**src/rtl/vga_timing_pkg.sv**
```systemverilog
// rtl/vga_timing_pkg.sv - default 640x480@60 raster constants and FSM state type
package vga_timing_pkg;

    localparam int H_ACTIVE = 640;
    localparam int H_FP     = 16;
    localparam int H_SYNC   = 96;
    localparam int H_BP     = 48;
    localparam int H_TOTAL  = H_ACTIVE + H_FP + H_SYNC + H_BP;

    localparam int V_ACTIVE = 480;
    localparam int V_FP     = 10;
    localparam int V_SYNC   = 2;
    localparam int V_BP     = 33;
    localparam int V_TOTAL  = V_ACTIVE + V_FP + V_SYNC + V_BP;

    localparam int LOCK_SETTLE = 16;

    typedef enum logic [1:0] {
        WAIT_LOCK = 2'd0,
        SETTLE    = 2'd1,
        RUN       = 2'd2
    } vga_state_t;

endpackage

```
**src/rtl/vga_timing_gen_if.sv**
```systemverilog
// rtl/vga_timing_gen_if.sv - raster timing bundle from the generator to its consumers
interface vga_timing_gen_if;

    logic        hsync;
    logic        vsync;
    logic        display_en;
    logic [9:0]  x;
    logic [9:0]  y;
    logic        line_start;
    logic        frame_start;
    logic        running;
    logic [15:0] frame_count;

    modport master (
        output hsync, vsync, display_en, x, y,
        output line_start, frame_start, running, frame_count
    );

    modport slave (
        input hsync, vsync, display_en, x, y,
        input line_start, frame_start, running, frame_count
    );

endinterface

```
**src/rtl/vga_axis_counter.sv**
```systemverilog
// rtl/vga_axis_counter.sv - one raster axis: wrapping position counter with active/sync decode
module vga_axis_counter #(
    parameter int ACTIVE = 640,
    parameter int FP     = 16,
    parameter int SYNC   = 96,
    parameter int BP     = 48,
    localparam int TOTAL = ACTIVE + FP + SYNC + BP,
    localparam int W     = $clog2(TOTAL)
) (
    input  logic         clock,
    input  logic         reset,
    input  logic         en,
    input  logic         clear,
    output logic [W-1:0] count,
    output logic         wrap,
    output logic         active,
    output logic         sync
);

    // One extra bit so a sync window ending exactly at TOTAL still compares correctly
    localparam logic [W:0] LAST       = (W+1)'(TOTAL - 1);
    localparam logic [W:0] ACT_END    = (W+1)'(ACTIVE);
    localparam logic [W:0] SYNC_BEGIN = (W+1)'(ACTIVE + FP);
    localparam logic [W:0] SYNC_END   = (W+1)'(ACTIVE + FP + SYNC);

    logic [W:0] count_x;

    assign count_x = {1'b0, count};
    assign wrap    = en && (count_x == LAST);
    assign active  = count_x < ACT_END;
    assign sync    = (count_x >= SYNC_BEGIN) && (count_x < SYNC_END);

    always_ff @(posedge clock or posedge reset) begin
        if (reset) begin
            count <= '0;
        end else if (clear) begin
            count <= '0;
        end else if (en) begin
            count <= wrap ? '0 : count + 1'b1;
        end
    end

endmodule

```
**src/rtl/vga_timing_gen.sv**
```systemverilog
// rtl/vga_timing_gen.sv - lock-gated VGA raster timing generator; `VGA_FRAME_COUNTER_EN adds frame_count
module vga_timing_gen
    import vga_timing_pkg::*;
#(
    parameter int H_ACTIVE    = vga_timing_pkg::H_ACTIVE,
    parameter int H_FP        = vga_timing_pkg::H_FP,
    parameter int H_SYNC      = vga_timing_pkg::H_SYNC,
    parameter int H_BP        = vga_timing_pkg::H_BP,
    parameter int V_ACTIVE    = vga_timing_pkg::V_ACTIVE,
    parameter int V_FP        = vga_timing_pkg::V_FP,
    parameter int V_SYNC      = vga_timing_pkg::V_SYNC,
    parameter int V_BP        = vga_timing_pkg::V_BP,
    parameter bit HSYNC_POL   = 1'b0,
    parameter bit VSYNC_POL   = 1'b0,
    parameter int LOCK_SETTLE = vga_timing_pkg::LOCK_SETTLE
) (
    input  logic              clock,
    input  logic              reset,
    input  logic              pll_locked,
    vga_timing_gen_if.master  vga
);

    localparam int H_PERIOD = H_ACTIVE + H_FP + H_SYNC + H_BP;
    localparam int V_PERIOD = V_ACTIVE + V_FP + V_SYNC + V_BP;
    localparam int HW       = $clog2(H_PERIOD);
    localparam int VW       = $clog2(V_PERIOD);
    localparam int SW       = $clog2(LOCK_SETTLE + 1);

    logic          lock_meta;
    logic          lock_s;
    vga_state_t    state;
    logic [SW-1:0] settle_cnt;
    logic          running_q;
    logic          in_run;

    logic [HW-1:0] h_count;
    logic [VW-1:0] v_count;
    logic          h_wrap, h_active, h_sync;
    logic          v_wrap, v_active, v_sync;
    logic          unused_v_wrap;

    always_ff @(posedge clock or posedge reset) begin
        if (reset) begin
            lock_meta <= 1'b0;
            lock_s    <= 1'b0;
        end else begin
            lock_meta <= pll_locked;
            lock_s    <= lock_meta;
        end
    end

    // settle_cnt holds the number of consecutive locked samples already seen
    always_ff @(posedge clock or posedge reset) begin
        if (reset) begin
            state      <= WAIT_LOCK;
            settle_cnt <= '0;
            running_q  <= 1'b0;
        end else begin
            case (state)
                WAIT_LOCK: begin
                    if (lock_s) begin
                        if (LOCK_SETTLE <= 1) begin
                            state     <= RUN;
                            running_q <= 1'b1;
                        end else begin
                            state      <= SETTLE;
                            settle_cnt <= SW'(1);
                        end
                    end
                end
                SETTLE: begin
                    if (!lock_s) begin
                        state      <= WAIT_LOCK;
                        settle_cnt <= '0;
                    end else if (settle_cnt == SW'(LOCK_SETTLE - 1)) begin
                        state      <= RUN;
                        settle_cnt <= '0;
                        running_q  <= 1'b1;
                    end else begin
                        settle_cnt <= settle_cnt + 1'b1;
                    end
                end
                RUN: begin
                    if (!lock_s) begin
                        state     <= WAIT_LOCK;
                        running_q <= 1'b0;
                    end
                end
                default: begin
                    state      <= WAIT_LOCK;
                    settle_cnt <= '0;
                    running_q  <= 1'b0;
                end
            endcase
        end
    end

    assign in_run = (state == RUN);

    // Counters are cleared whenever idle so every restart begins at (0,0)
    vga_axis_counter #(
        .ACTIVE (H_ACTIVE),
        .FP     (H_FP),
        .SYNC   (H_SYNC),
        .BP     (H_BP)
    ) u_h_counter (
        .clock  (clock),
        .reset  (reset),
        .en     (in_run),
        .clear  (!in_run),
        .count  (h_count),
        .wrap   (h_wrap),
        .active (h_active),
        .sync   (h_sync)
    );

    vga_axis_counter #(
        .ACTIVE (V_ACTIVE),
        .FP     (V_FP),
        .SYNC   (V_SYNC),
        .BP     (V_BP)
    ) u_v_counter (
        .clock  (clock),
        .reset  (reset),
        .en     (h_wrap),
        .clear  (!in_run),
        .count  (v_count),
        .wrap   (v_wrap),
        .active (v_active),
        .sync   (v_sync)
    );

    assign unused_v_wrap = v_wrap;

    logic visible;
    logic at_line_start;
    logic at_frame_start;

    assign visible        = in_run && h_active && v_active;
    assign at_line_start  = in_run && (h_count == '0);
    assign at_frame_start = at_line_start && (v_count == '0);

    always_ff @(posedge clock or posedge reset) begin
        if (reset) begin
            vga.hsync       <= ~HSYNC_POL;
            vga.vsync       <= ~VSYNC_POL;
            vga.display_en  <= 1'b0;
            vga.x           <= '0;
            vga.y           <= '0;
            vga.line_start  <= 1'b0;
            vga.frame_start <= 1'b0;
        end else begin
            vga.hsync       <= (in_run && h_sync) ? HSYNC_POL : ~HSYNC_POL;
            vga.vsync       <= (in_run && v_sync) ? VSYNC_POL : ~VSYNC_POL;
            vga.display_en  <= visible;
            vga.x           <= visible ? 10'(h_count) : 10'd0;
            vga.y           <= visible ? 10'(v_count) : 10'd0;
            vga.line_start  <= at_line_start;
            vga.frame_start <= at_frame_start;
        end
    end

    assign vga.running = running_q;

`ifdef VGA_FRAME_COUNTER_EN
    logic [15:0] frame_cnt;

    // Steps together with the frame_start register so both are visible on the same cycle
    always_ff @(posedge clock or posedge reset) begin
        if (reset) begin
            frame_cnt <= 16'h0;
        end else if (at_frame_start) begin
            frame_cnt <= frame_cnt + 16'h1;
        end
    end

    assign vga.frame_count = frame_cnt;
`else
    assign vga.frame_count = 16'h0;
`endif

endmodule

```
**src/flat_wrapper.sv**
```systemverilog
// flat-port wrapper written by rule: the top's interface ports become plain ports
module vga_timing_gen_flat import vga_timing_pkg::*;
#(
    parameter int H_ACTIVE    = vga_timing_pkg::H_ACTIVE,
    parameter int H_FP        = vga_timing_pkg::H_FP,
    parameter int H_SYNC      = vga_timing_pkg::H_SYNC,
    parameter int H_BP        = vga_timing_pkg::H_BP,
    parameter int V_ACTIVE    = vga_timing_pkg::V_ACTIVE,
    parameter int V_FP        = vga_timing_pkg::V_FP,
    parameter int V_SYNC      = vga_timing_pkg::V_SYNC,
    parameter int V_BP        = vga_timing_pkg::V_BP,
    parameter bit HSYNC_POL   = 1'b0,
    parameter bit VSYNC_POL   = 1'b0,
    parameter int LOCK_SETTLE = vga_timing_pkg::LOCK_SETTLE
)
  (clock, reset, pll_locked, vga_hsync, vga_vsync, vga_display_en, vga_x, vga_y, vga_line_start, vga_frame_start, vga_running, vga_frame_count);
  vga_timing_gen_if vga_i ();
  input  logic clock;
  input  logic reset;
  input  logic pll_locked;
  output wire logic [$bits(vga_i.hsync)-1:0] vga_hsync;
  output wire logic [$bits(vga_i.vsync)-1:0] vga_vsync;
  output wire logic [$bits(vga_i.display_en)-1:0] vga_display_en;
  output wire logic [$bits(vga_i.x)-1:0] vga_x;
  output wire logic [$bits(vga_i.y)-1:0] vga_y;
  output wire logic [$bits(vga_i.line_start)-1:0] vga_line_start;
  output wire logic [$bits(vga_i.frame_start)-1:0] vga_frame_start;
  output wire logic [$bits(vga_i.running)-1:0] vga_running;
  output wire logic [$bits(vga_i.frame_count)-1:0] vga_frame_count;
  assign vga_hsync = vga_i.hsync;
  assign vga_vsync = vga_i.vsync;
  assign vga_display_en = vga_i.display_en;
  assign vga_x = vga_i.x;
  assign vga_y = vga_i.y;
  assign vga_line_start = vga_i.line_start;
  assign vga_frame_start = vga_i.frame_start;
  assign vga_running = vga_i.running;
  assign vga_frame_count = vga_i.frame_count;
  vga_timing_gen #(.H_ACTIVE(H_ACTIVE), .H_FP(H_FP), .H_SYNC(H_SYNC), .H_BP(H_BP), .V_ACTIVE(V_ACTIVE), .V_FP(V_FP), .V_SYNC(V_SYNC), .V_BP(V_BP), .HSYNC_POL(HSYNC_POL), .VSYNC_POL(VSYNC_POL), .LOCK_SETTLE(LOCK_SETTLE)) u_core (.clock(clock), .reset(reset), .pll_locked(pll_locked), .vga(vga_i));
endmodule
```
**config.mk**
```make
export PLATFORM = sky130hd
export DESIGN_NAME = vga_timing_gen_flat
export DESIGN_NICKNAME = d
export VERILOG_FILES = /design/src/rtl/vga_timing_pkg.sv /design/src/rtl/vga_timing_gen_if.sv /design/src/rtl/vga_axis_counter.sv /design/src/rtl/vga_timing_gen.sv /design/src/flat_wrapper.sv
export SDC_FILE = /design/constraint.sdc
export NUM_CORES = 1
export LEC_CHECK = 0
export ABC_AREA = 1
export CORE_ASPECT_RATIO = 1.1
export CORE_UTILIZATION = 45
export CTS_CLUSTER_SIZE = 20
export DETAILED_ROUTE_END_ITERATION = 12
export GPL_TIMING_DRIVEN = 0
export PLACE_DENSITY_LB_ADDON = 0.15
export SKIP_CTS_REPAIR_TIMING = 1
export SYNTH_ARGS = -nofsm -noshare
export SYNTH_HDL_FRONTEND = slang
export SYNTH_SLANG_ARGS = --single-unit
```
**constraint.sdc**
```tcl
create_clock -name clock -period 2.35 [get_ports clock]
set_input_delay 0.47 -clock clock [delete_from_list [all_inputs] [get_ports clock]]
set_output_delay 0.47 -clock clock [all_outputs]
set_load 0.1 [all_outputs]
```
==> results.py, run 1 <==
metrics = {
    "run_status": {
        "outcome": "completed",
    },
    "logic_synthesis": {
        "syn_inst": 315,
        "ys_seq_elements": 55,
        "yosysMostFrequentCell": "nand2_1",
        "synth_ff_type": "dfrtp_1",
        "netlist_area_um2": 2640,
        "synth_top_area_share_pct": 50.3,
        "syn_area_per_cell_um2": 8.38,
        "async_reset_ff_share_pct": 100,
        "yosys-top-cells-area": "dfrtp_1, nand2_1, nor2_1, inv_1, buf_4",
        "synth_edf_count": 0,
        "synth_cell_types": 29,
        "ys_seq_area_share_pct": 52.3,
        "yosysWarnings": 0,
        "synth_commonest_cells": "nand2_1, dfrtp_1, nor2_1",
        "synth_top_cell_by_area": "dfrtp_1",
    },
    "clock_tree": {
        "clkSlewWorstSetupHoldPaths_ns": 0.10,
        "cts_made_buffers": 5,
        "clock_sinks": 55,
        "tritoncts": "done",
        "htreeDepth": 2,
        "clock_tree.root_cell": "clkbuf_8",
        "clock_path_buffers": 2,
        "clock_latency_ns": 0.30,
    },
    "job": {
        "max_cap_viol_count": 0,
    },
    "placement": {
        "place_congestion": 0.900,
        "place_ws_ns": 0.241,
        "port_buffers": 28,
        "hpwl_mm": 3.43,
    },
    "global_routing": {
        "antenna_found_initial": 0,
        "grt_first_pass_wirelength_mm": 7.97,
        "grt_max_degree": 39,
        "grt_pass1_vias": 1821,
        "overflow": 0,
        "track_usage_pct": 17.1,
    },
    "floorplan": {
        "io_pins": 45,
        "die_height_um": 82.3,
        "core_um2": 5500,
        "start_util_pct": 48.0,
        "fp.dieW_um": 75.0,
        "die_area_um2": 6170,
        "rows": 28,
    },
    "drt": {
        "drc": 0,
        "finalWirelength_mm": 4.59,
        "wl_per_cell_um": 10.4,
        "ant_nets": 0,
        "drt_first_pass_iters": 4,
        "drt_iter0_markers": 88,
        "via_per_inst": 4.51,
        "dr_total_vias": 2000,
    },
    "critical_path": {
        "end_kind": "output pin",
        "required_ns": 1.88,
        "r2r_start": "u_core.u_h_counter.count[0]",
        "crit_chain": "clkdlybuf4s50_1",
        "cp.arrival_ns": 1.79,
        "start_kind": "register",
        "critPathBufInv": 1,
        "crit_path_start": "u_core.vga.running",
        "cp_max_fo": 2,
        "cp_slowest_stage_delay_ns": 1.13,
        "worstSetupPathType": "register to output pin",
        "cp_slowest_cell": "clkdlybuf4s50_1",
        "cpLargestDelayFamily": "buffers and inverters",
    },
    "timing": {
        "worst_pin_slew_ns": 0.982,
        "slew_violations": 0,
        "hold_slack_ns": 0.348,
        "fin_crit_ns": 2.26,
        "finalHoldViolations": 0,
        "relSlewSlack_pct": 34.4,
        "finalSetupViolCount": 0,
        "layout_setup_ws_ns": 0.0861,
        "tns_ns": 0,
        "period_share_pct": 96.3,
        "fmax_mhz": 442,
        "finalClockSkew_ns": 0.0113,
        "grt_setup_unrepaired": "no",
    },
    "pwr": {
        "powerDensity_nw_per_um2": 737,
        "leakagePower_nw": 1.60,
        "power_w": 0.00235,
        "ir_drop_v": 0.000335,
    },
    "finish": {
        "drive_gt1_share_pct": 11.1,
        "syn2layout_area_growth_pct": 20.7,
        "final_net_count": 375,
        "post-route-util_pct": 57.9,
        "fillers": 525,
        "num_antenna_cells": 0,
    },
    "min_path": {
        "hold_path.class": "register to register",
        "worstHoldStart": "u_core.lock_meta",
    },
}
## placed cells by master, fill, tap and decap left out, types with 2 or more instances in the layout
| master | synthesis | final |
|---|---|---|
| inv_2 | 3 | 4 |
| a21oi_1 | 5 | 5 |
| nand2_1 | 78 | 78 |
| clkdlybuf4s50_1 | 0 | 26 |
| nand3_1 | 20 | 20 |
| nor2_1 | 45 | 45 |
| ha_1 | 5 | 5 |
| clkbuf_8 | 1 | 6 |
| xor2_1 | 5 | 5 |
| nor2_4 | 3 | 3 |
| buf_4 | 16 | 16 |
| buf_2 | 2 | 2 |
| dlymetal6s2s_1 | 0 | 2 |
| nor3_1 | 6 | 6 |
| dfrtp_1 | 53 | 53 |
| conb_1 | 1 | 17 |
| o21ai_0 | 9 | 9 |
| dfstp_2 | 2 | 2 |
| inv_1 | 44 | 43 |
| nand4_1 | 6 | 6 |
## path summary, 6_finish.rpt
kind                       slack, ns                     endpoint  cells after the start
setup / recovery                0.09                  vga_running                      1
min in group asynchronous       0.46  u_core.u_v_counter.count[5]                      2
max in group asynchronous       1.29             u_core.vga.hsync                      3
setup reg to reg                0.76  u_core.u_v_counter.count[6]                      9
hold / removal                  0.35                u_core.lock_s                      0
hold reg to reg                 0.35                u_core.lock_s                      0
## metrics by stage
step	std cells	cell area [µm²]
6_report	443	3180
5_1_grt	443	3180
4_1_cts	443	3180
3_5_place_dp	435	3090
3_3_place_gp	434	3070
2_1_floorplan	331	2700
## area by class of cell
cell class / count / area [µm²] / area share (%)
Buffer: 20 / 155 / 4.87
Tap cell: 75 / 93.8 / 2.95
Timing Repair Buffer: 29 / 305 / 9.59
Inverter: 47 / 176 / 5.54
Clock buffer: 6 / 72.6 / 2.28
Sequential cell: 55 / 1380 / 43.3
Clock inverter: 2 / 13.8 / 0.432
Multi-Input combinational cell: 209 / 988 / 31.0
## where the power goes
| part | switching [W] | leakage (nW) | internal, W |
|---|---|---|---|
| Sequential | 0.0000571 | 0.746 | 0.00102 |
| Clock | 0.000295 | 0.0452 | 0.000211 |
| Combinational | 0.000579 | 0.807 | 0.000188 |
## per-layer routing
metal | track usage (%) | wire [µm]
met1 | 21.5 | 2070
met2 | 29.5 | 2280
met3 | 3.64 | 178
met4 | 5.09 | 55
met5 | 0 | 0
## sequential cells by signal, indices dropped and copies added, names as in the netlist
signal,count
u_core.u_h_counter.count,10
u_core.vga.frame_start,1
u_core.vga.running,1
u_core.u_v_counter.count,10
u_core.vga.y,10
u_core.vga.hsync,1
u_core.vga.display_en,1
u_core.vga.vsync,1
u_core.lock_meta,1
u_core.state,2
u_core.settle_cnt,5
u_core.lock_s,1
u_core.vga.line_start,1
u_core.vga.x,10
## logic make-up after synthesis
group	share of synthesized area, %
xor+xnor	1.99
fa+ha+maj	2.37
buf+inv	12.6
other cells	0.142
flops	52.3
simple gates	27.2
compound gates	3.51
No activity file was read; power rests on OpenSTA's default activity.
==> inputs of run 2 (changes only) <==
==> constraint.sdc (replaced) <==
create_clock -name clock -period 2.7 [get_ports clock]
set_input_delay 0.54 -clock clock [delete_from_list [all_inputs] [get_ports clock]]
set_output_delay 0.54 -clock clock [all_outputs]
set_load 0.1 [all_outputs]
==> results.py, run 2 (synthesis results as in run 1) <==
metrics = {
    "critical_path": {
        "crit_chain": "clkdlybuf4s50_1",
        "cpLargestDelayFamily": "buffers and inverters",
        "end_kind": "output pin",
        "worstSetupPathType": "register to output pin",
        "cp_slowest_stage_delay_ns": 1.14,
        "required_ns": 2.16,
        "cp_max_fo": 1,
        "start_kind": "register",
        "rrSetupSlack_ns": 1.11,
        "cp.arrival_ns": 1.95,
        "cp_slowest_cell": "clkdlybuf4s50_1",
        "critPathBufInv": 1,
    },
    "pwr": {
        "sw_frac_of_total_pct": 39.6,
        "intPower_w": 0.00123,
        "p_comb_share_pct": 32.7,
        "powerDensity_nw_per_um2": 642,
        "ir_drop_v": 0.000292,
        "switchingPower_w": 0.000809,
        "power_frac_clock_pct": 21.5,
        "leakagePower_nw": 1.60,
        "seq_power_share_pct": 45.8,
    },
    "placement": {
        "hpwl_mm": 3.43,
        "dp_cells": 435,
        "place_congestion": 0.900,
        "port_buffers": 28,
        "place_ws_ns": 0.521,
        "placed_area_um2": 3090,
    },
    "global_routing": {
        "track_usage_pct": 17.1,
        "antenna_found_initial": 0,
        "met3_usage_pct": 3.64,
        "grt_use_met1_pct": 21.5,
        "grt_pass1_vias": 1821,
        "grt.busiest_layer": "met2",
        "use_met2_pct": 29.5,
        "grt_first_pass_wirelength_mm": 7.97,
        "grt_max_degree": 39,
        "overflow": 0,
    },
    "timing": {
        "finalClockSkew_ns": 0.0114,
        "grt_setup_unrepaired": "no",
        "tns_ns": 0,
        "finalSetupViolCount": 0,
        "finalHoldViolations": 0,
        "worst_pin_slew_ns": 0.990,
        "period_share_pct": 92.4,
        "fin_crit_ns": 2.49,
        "fmax_mhz": 401,
        "layout_setup_ws_ns": 0.206,
        "slew_violations": 0,
        "relSlewSlack_pct": 33.8,
    },
    "floorplan": {
        "die_area_um2": 6170,
        "fp.dieW_um": 75.0,
        "rows": 28,
        "die_height_um": 82.3,
        "core_um2": 5500,
        "start_util_pct": 48.0,
        "io_pins": 45,
    },
    "clock_tree": {
        "cts_made_buffers": 5,
        "clock_sinks": 55,
        "clock_latency_ns": 0.30,
        "htreeDepth": 2,
        "clock_tree.root_cell": "clkbuf_8",
        "tritoncts": "done",
        "clkSlewWorstSetupHoldPaths_ns": 0.10,
        "clock_path_buffers": 2,
    },
    "finish": {
        "final_common_cell": "nand2_1",
        "drive_gt1_share_pct": 11.1,
        "multi_input_area_um2": 988,
        "stdcell_count": 443,
        "final_cell_mix": "nand2_1, dfrtp_1, nor2_1",
        "fillers": 527,
        "final_net_count": 375,
        "ff_latch_area_um2": 1380,
        "post-route-util_pct": 57.8,
        "final_cell_area_um2": 3180,
        "num_antenna_cells": 0,
        "syn2layout_area_growth_pct": 20.5,
    },
    "job": {
        "max_cap_viol_count": 0,
    },
    "drt": {
        "dr_total_vias": 1993,
        "drc": 0,
        "wl_per_cell_um": 10.4,
        "drt_iter0_markers": 99,
        "finalWirelength_mm": 4.60,
        "via_per_inst": 4.50,
        "drt_first_pass_iters": 4,
        "ant_nets": 0,
    },
    "run_status": {
        "outcome": "completed",
    },
    "min_path": {
        "hold_path.class": "register to register",
    },
}
-- run 2: changes by cell type in the layout (fill, tap and decap cells not counted) --
| cell | previous run | this run |
|---|---|---|
| clkdlybuf4s50_1 | 26 | 28 |
| dlymetal6s2s_1 | 2 | 0 |
-- run 2: power by group through the flow --
stage | sequential [W] | combinational (W) | clock (W)
after floorplan | 0.00112 | 0.000366 | 0
after global placement | 0.000950 | 0.000663 | 0
after detailed placement | 0.000952 | 0.000675 | 0
after CTS | 0.000935 | 0.000676 | 0.000459
after global routing | 0.000946 | 0.000725 | 0.000487
final | 0.000935 | 0.000667 | 0.000439
-- run 2: routing by layer --
metal / vias to the layer above / wire (µm) / part of all wire, %
met5: - / 0 / 0
met4: 0 / 25 / 0.54
met3: 2 / 153 / 3.3
met2: 39 / 2310 / 50
met1: 913 / 2110 / 46
li1: 1039 / - / -
-- run 2: cell type report --
| cell class | count | area share, % |
|---|---|---|
| flip-flops and latches | 55 | 43.4 |
| multi-input cells | 209 | 31.1 |
| repair buffers | 29 | 9.45 |
| inverters | 47 | 5.55 |
| plain buffers | 20 | 4.88 |
| well taps | 75 | 2.95 |
| clock buffers | 6 | 2.28 |
| clock inverters | 2 | 0.433 |
-- run 2: through the flow --
step | total power, W | hold slack [ns]
global route | 0.00216 | 0.361
CTS | 0.00207 | 0.348
finish | 0.00204 | 0.347
detailed placement | 0.00163 | 0.340
global placement | 0.00161 | 0.335
floorplan | 0.00149 | 0.331
-- run 2: final timing paths --
path,from,end,cells after the start
worst max-delay path,u_core.vga.hsync,vga_hsync,1
worst min-delay path,u_core.lock_meta,u_core.lock_s,0
worst max register to register,u_core.u_h_counter.count[0],u_core.u_v_counter.count[6],9
worst min register to register,u_core.lock_meta,u_core.lock_s,0
max in group asynchronous,reset,u_core.vga.hsync,3
min in group asynchronous,reset,u_core.u_v_counter.count[5],2
==> inputs of run 3 (changes only) <==
--- a/config.mk
+++ b/config.mk
@@ -11,7 +11,7 @@
 export CTS_CLUSTER_SIZE = 20
 export DETAILED_ROUTE_END_ITERATION = 12
 export GPL_TIMING_DRIVEN = 0
-export PLACE_DENSITY_LB_ADDON = 0.15
+export PLACE_DENSITY_LB_ADDON = 0.25
 export SKIP_CTS_REPAIR_TIMING = 1
 export SYNTH_ARGS = -nofsm -noshare
 export SYNTH_HDL_FRONTEND = slang
==> results.py, run 3 (synthesis results as in run 1) <==
metrics = {
    "clock_tree": {
        "htreeDepth": 2,
        "cts_made_buffers": 5,
        "clock_path_buffers": 2,
        "clock_tree.root_cell": "clkbuf_8",
        "clkSlewWorstSetupHoldPaths_ns": 0.09,
        "tritoncts": "done",
        "clock_latency_ns": 0.30,
        "clock_sinks": 55,
    },
    "critical_path": {
        "start_kind": "register",
        "required_ns": 2.16,
        "cp_slowest_stage_delay_ns": 1.12,
        "crit_chain": "clkdlybuf4s50_1",
        "cp_max_fo": 1,
        "worstSetupPathType": "register to output pin",
        "rrSetupSlack_ns": 1.08,
        "critPathBufInv": 1,
        "cp.arrival_ns": 1.96,
        "cpLargestDelayFamily": "buffers and inverters",
        "end_kind": "output pin",
        "cp_slowest_cell": "clkdlybuf4s50_1",
        "worstRegToRegCells": 9,
        "r2r_start": "u_core.u_h_counter.count[0]",
        "reg2reg_to": "u_core.u_v_counter.count[6]",
    },
    "min_path": {
        "hold_path_end": "u_core.lock_s",
        "hold_path.class": "register to register",
        "worstHoldStart": "u_core.lock_meta",
        "min_delay_path_depth": 0,
    },
    "placement": {
        "placed_area_um2": 3090,
        "hpwl_mm": 3.43,
        "port_buffers": 28,
        "dp_cells": 435,
        "place_congestion": 0.872,
    },
    "timing": {
        "grt_setup_unrepaired": "no",
        "finalClockSkew_ns": 0.00434,
        "finalHoldViolations": 0,
        "fin_crit_ns": 2.50,
        "finalSetupViolCount": 0,
        "tns_ns": 0,
        "slew_violations": 0,
        "fmax_mhz": 400,
        "relSlewSlack_pct": 35.4,
        "period_share_pct": 92.5,
        "worst_pin_slew_ns": 0.967,
    },
    "pwr": {
        "powerDensity_nw_per_um2": 640,
        "leakagePower_nw": 1.59,
        "ir_drop_v": 0.000288,
        "power_w": 0.00203,
    },
    "finish": {
        "final_common_cell": "nand2_1",
        "drive_gt1_share_pct": 10.9,
        "final_net_count": 375,
        "num_antenna_cells": 0,
        "syn2layout_area_growth_pct": 20.2,
        "fillers": 523,
        "stdcell_count": 442,
        "final_cell_mix": "nand2_1, dfrtp_1, nor2_1",
        "ff_latch_area_um2": 1380,
        "multi_input_area_um2": 988,
        "post-route-util_pct": 57.7,
        "final_cell_area_um2": 3170,
    },
    "global_routing": {
        "overflow": 0,
        "grt_max_degree": 35,
        "grt_pass1_vias": 1768,
        "track_usage_pct": 16.9,
        "antenna_found_initial": 0,
        "grt_first_pass_wirelength_mm": 7.68,
    },
    "floorplan": {
        "core_um2": 5500,
        "io_pins": 45,
        "fp.dieW_um": 75.0,
        "die_height_um": 82.3,
        "die_area_um2": 6170,
        "start_util_pct": 48.0,
        "rows": 28,
    },
    "drt": {
        "via_per_inst": 4.61,
        "drt_first_pass_iters": 4,
        "drc": 0,
        "drt_iter0_markers": 85,
        "finalWirelength_mm": 4.59,
        "dr_total_vias": 2037,
        "ant_nets": 0,
        "wl_per_cell_um": 10.4,
    },
    "run_status": {
        "outcome": "completed",
    },
    "job": {
        "max_cap_viol_count": 0,
    },
}
## run 3: changes by cell type in the layout (fill, tap and decap cells not counted)
| cell | change |
|---|---|
| clkinv_2 | -1 |
| clkinv_4 | -1 |
| clkinvlp_4 | +1 |
## run 3: power by group
part | leakage, nW | internal, W | switching (W) | total, W
clock network | 0.0373 | 0.000178 | 0.000244 | 0.000422
logic | 0.808 | 0.000163 | 0.000507 | 0.000671
registers | 0.746 | 0.000886 | 0.0000518 | 0.000937
## run 3: final cells by class
class | instances | share of cell area (%)
sequential | 55 | 43.5
multi-input combinational | 209 | 31.2
timing repair buffer | 29 | 9.46
inverter | 47 | 5.56
buffer | 20 | 4.89
tap | 75 | 2.96
clock buffer | 6 | 2.29
clock inverter | 1 | 0.237
## run 3: worst register-to-register path: stages (launching register included)
cell and delay, ns:
dfrtp_1 0.44, ha_1 0.24, nand3_2 0.13, nor2_1 0.16, nand2_1 0.08, nand2_2 0.12
inv_2 0.06, clkbuf_8 0.17, nand2_1 0.06, nand2_1 0.05
## run 3: metrics by stage
stage          setup WS, ns  hold slack (ns)
3_5_place_dp          0.531            0.342
5_1_grt               0.158            0.372
2_1_floorplan         0.820            0.331
6_report              0.202            0.366
4_1_cts               0.185            0.364
3_3_place_gp         -0.139            0.336
## run 3: routing by layer
layer	wire [µm]	vias up	track usage (%)
li1	-	1037	-
met1	2190	951	21.5
met2	2120	37	26.8
met3	165	12	4.13
met4	112	0	8.30
met5	0	-	0
## run 3: worst max-delay path by stage
stage / from / to / slack (ns) / depth (start not counted)
after CTS: u_core.vga.hsync / vga_hsync / 0.19 / 1
after floorplan: reset / u_core.lock_meta / 0.82 / 1
final: u_core.vga.hsync / vga_hsync / 0.20 / 1
after global routing: u_core.vga.hsync / vga_hsync / 0.16 / 1
after detailed placement: u_core.vga.hsync / vga_hsync / 0.53 / 1
after global placement: reset / u_core.vga.x[1] / -0.14 / 2
